### config.mk
export PLATFORM = sky130hd
export DESIGN_NAME = uart_peripheral
export DESIGN_NICKNAME = d
export VERILOG_FILES = /design/src/rtl/uart_peripheral.sv
export SDC_FILE = /design/constraint.sdc
export NUM_CORES = 1
export LEC_CHECK = 0
export CORE_MARGIN = 4
export CORE_UTILIZATION = 24
export DETAILED_ROUTE_END_ITERATION = 8
export HOLD_SLACK_MARGIN = 0.12
export SKIP_LAST_GASP = 1
export SLEW_MARGIN = 20
export SYNTH_ARGS = -nofsm -noshare
export SYNTH_HDL_FRONTEND = slang
export SYNTH_SLANG_ARGS = --single-unit
### constraint.sdc
create_clock -name clk -period 4.08 [get_ports clk]
set_clock_uncertainty 0.1 [all_clocks]
set_input_delay 1.02 -clock clk [delete_from_list [all_inputs] [get_ports clk]]
set_output_delay 1.02 -clock clk [all_outputs]
set_load 0.02 [all_outputs]
### src/rtl/uart_peripheral.sv
// 8N1 UART endpoint for the peripheral hub: one transmitter, one receiver, shared baud divider.
// Latency: tx goes low the cycle after a send_tx rising edge; ready rises one cycle after the stop-bit sample.
// Backpressure: send_tx edges seen while busy are dropped; an unread byte is overwritten on overrun.
module uart_peripheral #(
    parameter int CLKS_PER_BIT = 5208,
    parameter int DATA_BITS    = 8
) (
    input  logic       clk,
    input  logic       reset,
    input  logic       send_tx,
    input  logic [7:0] tx_data,
    input  logic       clear_ready,
    input  logic       rx,
    output logic       tx,
    output logic [7:0] rx_data,
    output logic       busy,
    output logic       ready
);

    localparam int CW = $clog2(CLKS_PER_BIT);
    localparam logic [CW-1:0] BIT_LAST  = CW'(CLKS_PER_BIT - 1);
    localparam logic [CW-1:0] HALF_LAST = CW'(CLKS_PER_BIT / 2 - 1);
    localparam logic [2:0]    IDX_LAST  = 3'(DATA_BITS - 1);

    typedef enum logic [1:0] {IDLE, START, DATA, STOP} state_t;

    state_t          tx_state;
    logic [CW-1:0]   tx_cnt;
    logic [2:0]      tx_idx;
    logic [7:0]      tx_shift;
    logic            send_prev;

    always_ff @(posedge clk or posedge reset) begin
        if (reset) begin
            tx_state  <= IDLE;
            tx_cnt    <= '0;
            tx_idx    <= '0;
            tx_shift  <= '0;
            send_prev <= 1'b0;
            tx        <= 1'b1;
            busy      <= 1'b0;
        end else begin
            send_prev <= send_tx;
            case (tx_state)
                IDLE: begin
                    if (send_tx && !send_prev) begin
                        tx_shift <= tx_data;
                        tx_cnt   <= '0;
                        tx       <= 1'b0;
                        busy     <= 1'b1;
                        tx_state <= START;
                    end
                end
                START: begin
                    if (tx_cnt == BIT_LAST) begin
                        tx_cnt   <= '0;
                        tx_idx   <= '0;
                        tx       <= tx_shift[0];
                        tx_state <= DATA;
                    end else begin
                        tx_cnt <= tx_cnt + 1'b1;
                    end
                end
                DATA: begin
                    if (tx_cnt == BIT_LAST) begin
                        tx_cnt <= '0;
                        if (tx_idx == IDX_LAST) begin
                            tx       <= 1'b1;
                            tx_state <= STOP;
                        end else begin
                            // Present the next bit while shifting so tx stays a pure register.
                            tx_idx   <= tx_idx + 1'b1;
                            tx_shift <= {1'b0, tx_shift[7:1]};
                            tx       <= tx_shift[1];
                        end
                    end else begin
                        tx_cnt <= tx_cnt + 1'b1;
                    end
                end
                STOP: begin
                    if (tx_cnt == BIT_LAST) begin
                        tx_cnt   <= '0;
                        busy     <= 1'b0;
                        tx_state <= IDLE;
                    end else begin
                        tx_cnt <= tx_cnt + 1'b1;
                    end
                end
                default: tx_state <= IDLE;
            endcase
        end
    end

    logic rx_s1;
    logic rx_s2;

    always_ff @(posedge clk or posedge reset) begin
        if (reset) begin
            rx_s1 <= 1'b1;
            rx_s2 <= 1'b1;
        end else begin
            rx_s1 <= rx;
            rx_s2 <= rx_s1;
        end
    end

    state_t          rx_state;
    logic [CW-1:0]   rx_cnt;
    logic [2:0]      rx_idx;
    logic [7:0]      rx_shift;
    logic            rx_wait_high;

    always_ff @(posedge clk or posedge reset) begin
        if (reset) begin
            rx_state     <= IDLE;
            rx_cnt       <= '0;
            rx_idx       <= '0;
            rx_shift     <= '0;
            rx_wait_high <= 1'b0;
            rx_data      <= '0;
            ready        <= 1'b0;
        end else begin
            if (clear_ready) begin
                ready <= 1'b0;
            end
            case (rx_state)
                IDLE: begin
                    // After a framing error the line must go idle before a new start bit counts.
                    if (rx_wait_high) begin
                        if (rx_s2) begin
                            rx_wait_high <= 1'b0;
                        end
                    end else if (!rx_s2) begin
                        rx_cnt   <= '0;
                        rx_state <= START;
                    end
                end
                START: begin
                    if (rx_cnt == HALF_LAST) begin
                        rx_cnt   <= '0;
                        rx_idx   <= '0;
                        rx_state <= rx_s2 ? IDLE : DATA;
                    end else begin
                        rx_cnt <= rx_cnt + 1'b1;
                    end
                end
                DATA: begin
                    if (rx_cnt == BIT_LAST) begin
                        rx_cnt   <= '0;
                        rx_shift <= {rx_s2, rx_shift[7:1]};
                        if (rx_idx == IDX_LAST) begin
                            rx_state <= STOP;
                        end else begin
                            rx_idx <= rx_idx + 1'b1;
                        end
                    end else begin
                        rx_cnt <= rx_cnt + 1'b1;
                    end
                end
                STOP: begin
                    if (rx_cnt == BIT_LAST) begin
                        rx_cnt   <= '0;
                        rx_state <= IDLE;
                        // A completed byte overrides a same-cycle clear.
                        if (rx_s2) begin
                            rx_data <= rx_shift;
                            ready   <= 1'b1;
                        end else begin
                            rx_wait_high <= 1'b1;
                        end
                    end else begin
                        rx_cnt <= rx_cnt + 1'b1;
                    end
                end
                default: rx_state <= IDLE;
            endcase
        end
    end

endmodule

---- Word level (Yosys, flattened, before mapping) ----
Index checks and enable logic that the tools add are counted.
word-level totals
  register bits after elaboration ......... 67
  input port bits ......................... 13
  output and inout bits ................... 11
  logic and storage cells ................. 119
operators by class
  add/sub/neg operators ................... 4
  eq/ne operators ......................... 25
  multiplexer cells ....................... 51
  reductions and logical operators ........ 23
operator list
  operator                                                                  number
  13-bit 2-to-1 mux                                                         6
  13-bit case mux with 3 select lines                                       1
  2-bit inequality test (second input constant)                             14
  13-bit by 1-bit adder with 13-bit output (second input constant)          2
  13-bit equality test (second input constant)                              2
  13-bit case mux with 2 select lines                                       1
  2-bit 2-to-1 mux                                                          12
  8-bit 2-to-1 mux                                                          3
  3-bit 2-to-1 mux                                                          6
  2-bit case mux with 4 select lines                                        2
  8-bit case mux with 2 select lines                                        1
  4-bit AND reduction                                                       4
  1-bit 2-to-1 mux                                                          14
  13-bit by 12-bit equality test with 1-bit output (second input constant)  1
  3-bit case mux with 2 select lines                                        2
  2-bit nonzero test                                                        5
  3-bit AND reduction                                                       3
  2-bit equality test (second input constant)                               4
  3-bit by 1-bit adder with 3-bit output (second input constant)            2
  3-bit equality test (second input constant)                               2
  6-bit AND reduction                                                       1
  5-bit AND reduction                                                       1
  2-bit by 1-bit equality test with 1-bit output (second input constant)    2
  2-bit logical NOT                                                         2
  other kinds (8)                                                           10

---- Depth between registers and ports, before layout ----
  depth after elaboration ................. 4
  mapped depth ............................ 7
  depth with buffers taken out ............ 6

---- Worst setup path after synthesis ----
Ideal clock, no wire load.
  path kind ............................... input-to-reg
  start ................................... input send_tx
  end ..................................... register tx_cnt[12]
  library setup time ...................... 0.135 ns
  data arrival time ....................... 2.370 ns
  required time ........................... 3.845 ns
  slack ................................... 1.475 ns
  stages on the path ...................... 5
  path buffers ............................ 0
  path through ............................ or2b_2 a2111oi_0 nand3_1 xor2_1 nor2_1
between the ends
  longest elaborated chain between the ends .. 2
RTL lines
  element                          RTL line  text
  start, declared                  10        input logic send_tx,
  1-bit logical AND                46        if (send_tx && !send_prev) begin
  2-bit inequality test (no line)  --
  end signal, assigned             61        tx_cnt <= tx_cnt + 1'b1;
  end signal, assigned             77        tx_cnt <= tx_cnt + 1'b1;
  end signal, assigned             86        tx_cnt <= tx_cnt + 1'b1;
  end, declared                    28        logic [CW-1:0] tx_cnt;
No other way between the ends.
A chain may end at the register's enable or synchronous reset.

---- Worst setup path in the final report ----
  start ................................... input send_tx
  end ..................................... register tx_cnt[10]
The elaborated chain is that of the path after synthesis.

==> key figures <==
Outcome
  – Status: finished, final reports clean

Timing
  – Min Tclk post-route: 2.91 ns
  – Worst rel slew slack: 0.410
  – FMAX: 0.344 GHz
  – Finish-stage setup viols: 0
  – Final Cycle Share: 0.713
  – Actual slew at the worst max-slew pin: 0.863 ns
  – Slew Limit Fails: 0
  – Setup TNS: 0 ns
  – Final hold violation count: 0
  – RSZ-0062 raised after global routing: false

Detailed routing
  – WL final: 6.57 mm
  – DR WL met2: 3.29 mm
  – Detailed Route Iter0 Violations: 65
  – Metal3 WL: 195 um
  – First-pass DRT Iterations: 4
  – Routed met1 length: 2.97 mm
  – DR vias/cell: 4.55
  – Total number of vias: 2399
  – Max Used Layer: met4
  – # DRC: 0
  – Antenna-violating nets left: 0
  – WL per Instance: 12.5 um

Clock network
  – CTS tree: done
  – CTS Buffer Depth: 2
  – CTS Buf Count: 9
  – Clk_lat worst skew: 0.32 ns
  – Clock slew at reported path FFs: 0.05 ns
  – H-tree depth: 3
  – CTS Hold Bufs: 0
  – # clock sinks: 67
  – Cell chosen for the clock root: clkbuf_16
  – Post-CTS Setup Bufs: 0
  – Post-cts resize count: 0

Pwr
  – P_leak: 1.84 nW
  – Logic pwr share: 0.219
  – Net switching power: 0.573 mW
  – Design internal power: 1.58 mW
  – Flop pwr share: 0.374
  – PwrDens: 515 nW/um^2
  – Sw Share: 0.266
  – VDD IR-drop max: 0.154 mV
  – Clk pwr share: 0.407

Floorplanning
  – # rows: 43
  – Core area: 13900 sq um
  – Io pins: 24
  – Die X: 127 um
  – Die ar.: 16200 sq um
  – Die Height: 127 um
  – Initial Utilization: 0.245

Global routing
  – Global-route wire length before repair: 11.6 mm
  – Initial antenna violation count: 0
  – Vias in the first global route: 2469
  – Congestion Overflow GR: 0
  – Overall Global Routing Usage: 0.0874
  – Largest net degree at the start of global routing: 57

Critical path
  – Worst setup SP type: primary input
  – Crit Path Max Fanout: 3
  – CP required: 4.16 ns
  – R2r endpoint: rx_cnt[3]
  – Crit Path Class: primary input to flip-flop
  – CP Capture Type: flip-flop
  – Worst R2R Setup Slack: 1.72 ns
  – R2R depth: 6
  – Arrival @ worst endpoint: 2.99 ns
  – R2r startpoint: rx_cnt[0]

Place
  – Placed inst area: 3840 sq um
  – DP HPWL: 4.66 mm
  – PortBufs: 23
  – Placer Congestion: 0.786

Finish
  – Most frequent cells in the layout: dfrtp_1, nand2_1, mux2_2
  – Nets: 366
  – Synth-to-Final Area Change: 22.5%
  – Diodes inserted: 0
  – Commonest non-fill, non-tap cell in the layout: dfrtp_1
  – Share of cells above drive strength 1: 0.176
  – Final Cell Area: 4180 sq um

Worst hold path
  – Worst hold path stage count: 0
  – Worst Hold Class: flip-flop to flip-flop
  – WHS Endpoint: rx_s2
  – Worst Hold Launch: rx_s1

Synth
  – Distinct cells, synth: 49
  – Yosys reg bits: 67
  – Sequential fraction of the synthesis area: 0.492
  – Syn nets: 342
  – Synth Cell Area: 3420 sq um
  – Mean area per synthesized cell: 10.7 sq um
  – Yosys Warn Count: 0
  – Post-synth EDFFs: 0
  – Prevailing post-synth register cell: dfrtp_1
  – Mapped Cells: 318
  – Asr flop ratio synth: 1.00

Flow run
  – MaxCap Viol Count: 0
synth_stat cells, drive strengths merged (2+ instances only):
cell type	count	area share
dfrtp	64	0.47
mux2	32	0.11
nand2	28	0.031
o21ai	25	0.040
nor2	23	0.025
nand3	13	0.019
ha	11	0.040
inv	11	0.012
nor3	11	0.023
a21oi	10	0.015
clkbuf	9	0.0099
nand4	8	0.015
a31oi	7	0.013
xnor2	7	0.018
a22o	6	0.015
nor3b	6	0.013
and3	5	0.0095
and2	3	0.0055
dfstp	3	0.023
mux2i	3	0.0088
o21a	3	0.0066
xor2	3	0.0077
a21o	2	0.0044
buf	2	0.0044
nand2b	2	0.0037
o41ai	2	0.0051
or3	2	0.0051
or4b	2	0.0081
state kept, by name, summed over array words and instances (netlist names), named ones only:
signal,flops
busy,1
ready,1
rx_cnt,13
rx_data,8
rx_idx,3
rx_s1,1
rx_s2,1
rx_shift,8
rx_state,1
rx_wait_high,1
send_prev,1
tx,1
tx_cnt,13
tx_idx,3
tx_shift,8
tx_state,2
stage by stage:
stage	total power, mW	setup WS, ns	utilization	hold WS, ns	std cells
5_1_grt	2.27	0.909	0.300	0.263	527
2_1_floorplan	1.18	1.28	-	0.245	318
3_3_place_gp	1.27	0.869	0.276	0.245	511
3_5_place_dp	1.29	0.828	0.276	0.247	511
4_1_cts	2.19	1.17	0.300	0.255	527
6_report	2.15	1.17	0.300	0.254	527
power groups by stage:
stage          Combinational, mW  Sequential [mW]  Clock (mW)
2_1_floorplan              0.377            0.803           0
3_3_place_gp               0.460            0.812           0
3_5_place_dp               0.476            0.816           0
4_1_cts                    0.479            0.806       0.907
5_1_grt                    0.524            0.814       0.937
6_report                   0.472            0.806       0.877
layout make-up:
cell class,count,area (sq um)
Inverter,11,41.3
Tap cell,180,225
Fill cell,1384,9750
Timing Repair Buffer,24,250
Sequential cell,67,1680
Clock inverter,6,113
Multi-Input combinational cell,229,1650
Clock buffer,10,229
critical path, cell delays in order:
cell and delay (ns):
clkdlybuf4s50_1 0.46, or2b_2 0.31, a2111oi_0 0.78, nand3_1 0.18
xor2_1 0.17, nor2_1 0.06
worst max-delay path by stage:
stage	startpoint	endpoint	slack, ns	depth (start not counted)
floorplan	reset	async pin	1.28	1
global placement	send_tx	tx_cnt[12]	0.87	6
detailed placement	send_tx	tx_cnt[10]	0.83	6
CTS	send_tx	tx_cnt[10]	1.17	6
global route	send_tx	tx_cnt[10]	0.91	6
finish	send_tx	tx_cnt[10]	1.17	6
per-layer routing:
metal,up-vias,GRT usage
met1,1155,0.103
met3,12,0.0238
met4,0,0.0385
met2,33,0.148
li1,1199,-
met5,-,0
cell families after synthesis:
family                   Yosys count  share of synthesized area
buffers and inverters             22                     0.0264
AND/OR/NAND/NOR                  111                      0.177
adder cells (fa/ha/maj)           11                     0.0403
XOR/XNOR                          10                     0.0256
flip-flops                        67                      0.492
multiplexers                      35                      0.122
AO/OA/AOI/OAI                     62                      0.116
No activity file was read; power rests on OpenSTA's default activity.
